<file path="config.mk">
export PLATFORM = sky130hd
export DESIGN_NAME = fsm_receptor
export DESIGN_NICKNAME = d
export VERILOG_FILES = /design/src/rtl/fsm_receptor.sv
export SDC_FILE = /design/constraint.sdc
export NUM_CORES = 1
export LEC_CHECK = 0
export CORE_ASPECT_RATIO = 1.5
export CORE_MARGIN = 2
export CORE_UTILIZATION = 50
export CTS_BUF_LIST = sky130_fd_sc_hd__clkbuf_8
export CTS_CLUSTER_DIAMETER = 100
export DETAILED_ROUTE_END_ITERATION = 10
export HOLD_SLACK_MARGIN = 0.02
export PLACE_DENSITY = 0.89
export SYNTH_ARGS = -nofsm -noshare
export SYNTH_HDL_FRONTEND = slang
export SYNTH_SLANG_ARGS = --single-unit
</file>
<file path="constraint.sdc">
create_clock -name clk -period 2.6 [get_ports clk]
set_input_delay 0.26 -clock clk [delete_from_list [all_inputs] [get_ports clk]]
set_output_delay 0.26 -clock clk [all_outputs]
set_load 0.02 [all_outputs]
</file>
<file path="src/rtl/fsm_receptor.sv">
// Four-phase handshake receiver feeding a first-word-fall-through FIFO.
// One word is captured per request; illegal send codes latch a sticky error.
module fsm_receptor #(
    parameter int DEPTH = 4
) (
    input  logic                     clk,
    input  logic                     rst,
    input  logic [1:0]               send,
    input  logic [15:0]              dado,
    output logic                     ack,
    output logic [15:0]              out_data,
    output logic                     out_valid,
    input  logic                     out_ready,
    output logic [$clog2(DEPTH):0]   level,
    output logic [7:0]               rx_count,
    output logic                     proto_err
);

    localparam int PW = $clog2(DEPTH);
    localparam int LW = PW + 1;

    typedef enum logic {
        IDLE = 1'b0,
        ACKD = 1'b1
    } state_t;

    state_t          r_state;
    state_t          w_next;
    logic [15:0]     r_mem [DEPTH];
    logic [PW-1:0]   r_wptr;
    logic [PW-1:0]   r_rptr;
    logic [LW-1:0]   r_level;
    logic [7:0]      r_rx_count;
    logic            r_proto_err;

    logic            w_full;
    logic            w_empty;
    logic            w_wr;
    logic            w_rd;

    assign w_full  = (r_level == LW'(DEPTH));
    assign w_empty = (r_level == '0);
    assign w_rd    = !w_empty && out_ready;
    // Full is judged on the registered level, so a same-cycle read cannot free a slot.
    assign w_wr    = (r_state == IDLE) && (send == 2'b01) && !w_full;

    always_comb begin
        w_next = r_state;
        unique case (r_state)
            IDLE: if (w_wr) w_next = ACKD;
            ACKD: if (send == 2'b00) w_next = IDLE;
            default: w_next = IDLE;
        endcase
    end

    always_ff @(posedge clk) begin
        if (rst) begin
            r_state     <= IDLE;
            r_wptr      <= '0;
            r_rptr      <= '0;
            r_level     <= '0;
            r_rx_count  <= '0;
            r_proto_err <= 1'b0;
        end else begin
            r_state <= w_next;
            if (w_wr) begin
                r_wptr     <= r_wptr + PW'(1);
                r_rx_count <= r_rx_count + 8'd1;
            end
            if (w_rd) r_rptr <= r_rptr + PW'(1);
            if (w_wr && !w_rd)
                r_level <= r_level + LW'(1);
            else if (!w_wr && w_rd)
                r_level <= r_level - LW'(1);
            if (send[1]) r_proto_err <= 1'b1;
        end
    end

    always_ff @(posedge clk) begin
        if (!rst && w_wr) r_mem[r_wptr] <= dado;
    end

    assign ack       = (r_state == ACKD);
    assign out_valid = !w_empty;
    assign out_data  = w_empty ? 16'h0000 : r_mem[r_rptr];
    assign level     = r_level;
    assign rx_count  = r_rx_count;
    assign proto_err = r_proto_err;

endmodule

</file>
==> results by group <==
Clock network
  • Clk Latency, worst-skew pair: 0.35 ns
  • Clk slew on worst S/H paths: 0.08 ns
  • Root buffer cell: clkbuf_8
  • CTS tree: yes
  • CTS sink cnt: just over 80
  • Setup Buffers After CTS: 0
  • Hold-fix buffers, CTS: 0
  • Num CTS Buffers: 9
  • PostCTS Resize Cnt: 0
  • H-tree Lvls: 3
  • Max Root-Sink Buffers: 2

Synth
  • Yosys warns: 0
  • Synth top area share: 57.7%
  • Sequential fraction of the synthesis area: 69.2%
  • Number of synthesized flops with an enable pin: 64
  • Post-synth design cell area: 3330 µm²
  • Largest cells by area after synthesis: edfxtp_1 (58%), dfxtp_1 (11%), mux4_2 (11%)
  • Post-synthesis register bit count: 83
  • Post-synthesis cell type count: 32
  • Post-synthesis average cell area: 17.0 µm²
  • Syn Inst Count: 196
  • Largest area contributor in the netlist: edfxtp_1
  • Post-synth top flop: edfxtp_1
  • Syn Nets: 224
  • Top-count cell post-synth: edfxtp_1
  • Most frequent cells after synthesis: edfxtp_1 (64), dfxtp_1 (19), and2_1 (16), mux4_2 (16), nor2_1 (14)
  • Asr flop ratio synth: 0%

Routing
  • DR vias: 1853
  • Total Wirelength: 5680 µm
  • DRT iter0 DRCs: 109
  • DRC errors left: 0
  • Met3 Wirelength: approximately 280 µm
  • WL met1: 2170 µm
  • Routed length per placed instance: 16.6 µm
  • Met2 wire len: roughly 3100 µm
  • TritonRoute pass-1 iters: 4
  • Top sig layer: met4
  • Via density per instance: 5.40
  • ANT nets after route: 0

Critical path
  • R2R Path Start: level[2]
  • R2R depth: 8
  • WS Path Type: register to output port
  • Required @ worst endpoint: 2.34 ns
  • Slowest cell on crit path: mux4_2
  • CP max stage delay: 0.54 ns
  • Crit-path cells: buf_4, mux4_2, and2_1, clkdlybuf4s50_1
  • Worst reg2reg setup slack: 0.22 ns
  • Critical path capture point type: output port
  • R2R Path End: level[2]
  • Startpoint types: register
  • Crit path DAT: about 2.2 ns
  • Worst Path Max Fanout: 11

Floorplan
  • Die Footprint: 7340 µm²
  • I/O pins: 51
  • Core footprint: 6490 µm²
  • Die Wd: 70.6 µm
  • Die H: about 100 µm
  • Row Count: 36
  • Initial Util: 51.3%

Placement
  • Setup WS pre-CTS: -0.00137 ns
  • Final Wtd Congestion: 0.775
  • Detail Placement HPWL: 3970 µm
  • IO Port Bufs: 50

Power and ir drop
  • Worst VDD drop: 0.858 mV
  • PwrDens: 921 nW/µm²
  • Leak pwr: 0.00142 µW

STA
  • Hold Violations, Final: 0
  • Pins over their slew limit: 0
  • RSZ-0062 raised after global routing: no
  • Tmin final: 2.44 ns
  • Crit share post-route: between 90% and 100%
  • Slew HR: 78.1%
  • Max Fclk: 410 MHz
  • Post-route setup slack: about 0.16 ns
  • Slew @ Worst Pin: roughly 0.33 ns
  • Final Skew: 0.00477 ns
  • Final setup viols: 0

Run status
  • Outcome: completed

Layout
  • Layout area overhead: 25.9%
  • Fin util: 64.6%
  • Fillers: 455
  • N_diodes: 0
  • Layout cells sized above 1: a little over a fifth
  • Layout Nets: 290

Hold path
  • Hold path depth: 2
  • Worst min path class: register to register
  • Hold Path End: proto_err
  • Hold Startpoint: proto_err

Global route
  • Overflow after GRT: 0
  • Largest net degree at the start of global routing: 20
  • First-pass GRT wire length: approximately 9400 µm
  • Vias in the first global route: 1995
  • Initial antenna violation count: 0
  • GR Util All Layers: 16.9%

Job
  • Max-cap violations: 0
-- through the flow --
step | instance area, µm² | setup TNS, ns | total power [µW] | hold WS (ns) | cells
2_1_floorplan | 3330 | 0 | 2460 | 0.359 | 196
4_1_cts | 4190 | 0 | 3910 | 0.482 | 343
3_3_place_gp | 4000 | 0 | 3010 | 0.446 | 327
3_5_place_dp | 4000 | -0.00137 | 3050 | 0.469 | 327
5_1_grt | 4190 | 0 | 4060 | 0.525 | 343
6_report | 4190 | 0 | 3860 | 0.480 | 343
-- how the worst max path moves through the flow --
stage                        end
floorplan            r_mem[2][0]
global placement        level[2]
detailed placement      level[2]
CTS                 out_data[12]
global route        out_data[10]
finish              out_data[12]
-- layout by cell type (no fill, tap or decap), types with 6 or more instances in the layout --
master and instances:
edfxtp_1 64, clkdlybuf4s50_1 50, dfxtp_1 19, mux4_2 16, and2_1 16, nor2_1 14, buf_4 14, clkbuf_8 9
xor2_1 8, ha_1 6
-- flip-flops by register name, indices dropped and copies added, names as in the netlist, named ones only --
register   flops
r_mem         64
rx_count       8
level          3
r_rptr         2
r_wptr         2
ack            1
proto_err      1
-- kinds of logic (layout without fill, tap and decap cells) --
group	Yosys count	in the layout	share of synthesized area, %
AO/OA/AOI/OAI	8	8	1.20
XOR/XNOR	10	10	2.63
adder cells (fa/ha/maj)	7	7	2.86
buffers and inverters	13	84	2.03
flip-flops	83	83	69.2
multiplexers	18	18	11.6
AND/OR/NAND/NOR	57	57	10.5
-- layout make-up --
type / count / area (µm²) / area share [%]
sequential: 83 / 2300 / 54.9
clock inverter: 7 / 65.1 / 1.55
multi-input combinational: 100 / 978 / 23.4
tap: 76 / 95.1 / 2.27
inverter: 4 / 20.0 / 0.478
clock buffer: 9 / 124 / 2.96
timing repair buffer: 64 / 606 / 14.5
-- metal layers --
layer	vias up	GRT usage, %
met3	10	4.75
met4	0	6.20
met5	-	0
met2	46	30.5
li1	868	-
met1	929	18.6
-- critical path, delay by kind of cell, from the launching register on --
kind | cells | cell delay (ns)
multiplexers | 1 | 0.54
AND/OR/NAND/NOR | 1 | 0.17
buffers and inverters | 2 | 0.78
flip-flops | 1 | 0.34
-- where the power goes --
part | switching [µW] | internal, µW | total, µW | leakage [µW]
sequential | 63.6 | 1500 | 1570 | 0.000732
combinational | 692 | 743 | 1440 | 0.000592
clock | 484 | 371 | 855 | 0.0000947
No activity file was read; power rests on OpenSTA's default activity.
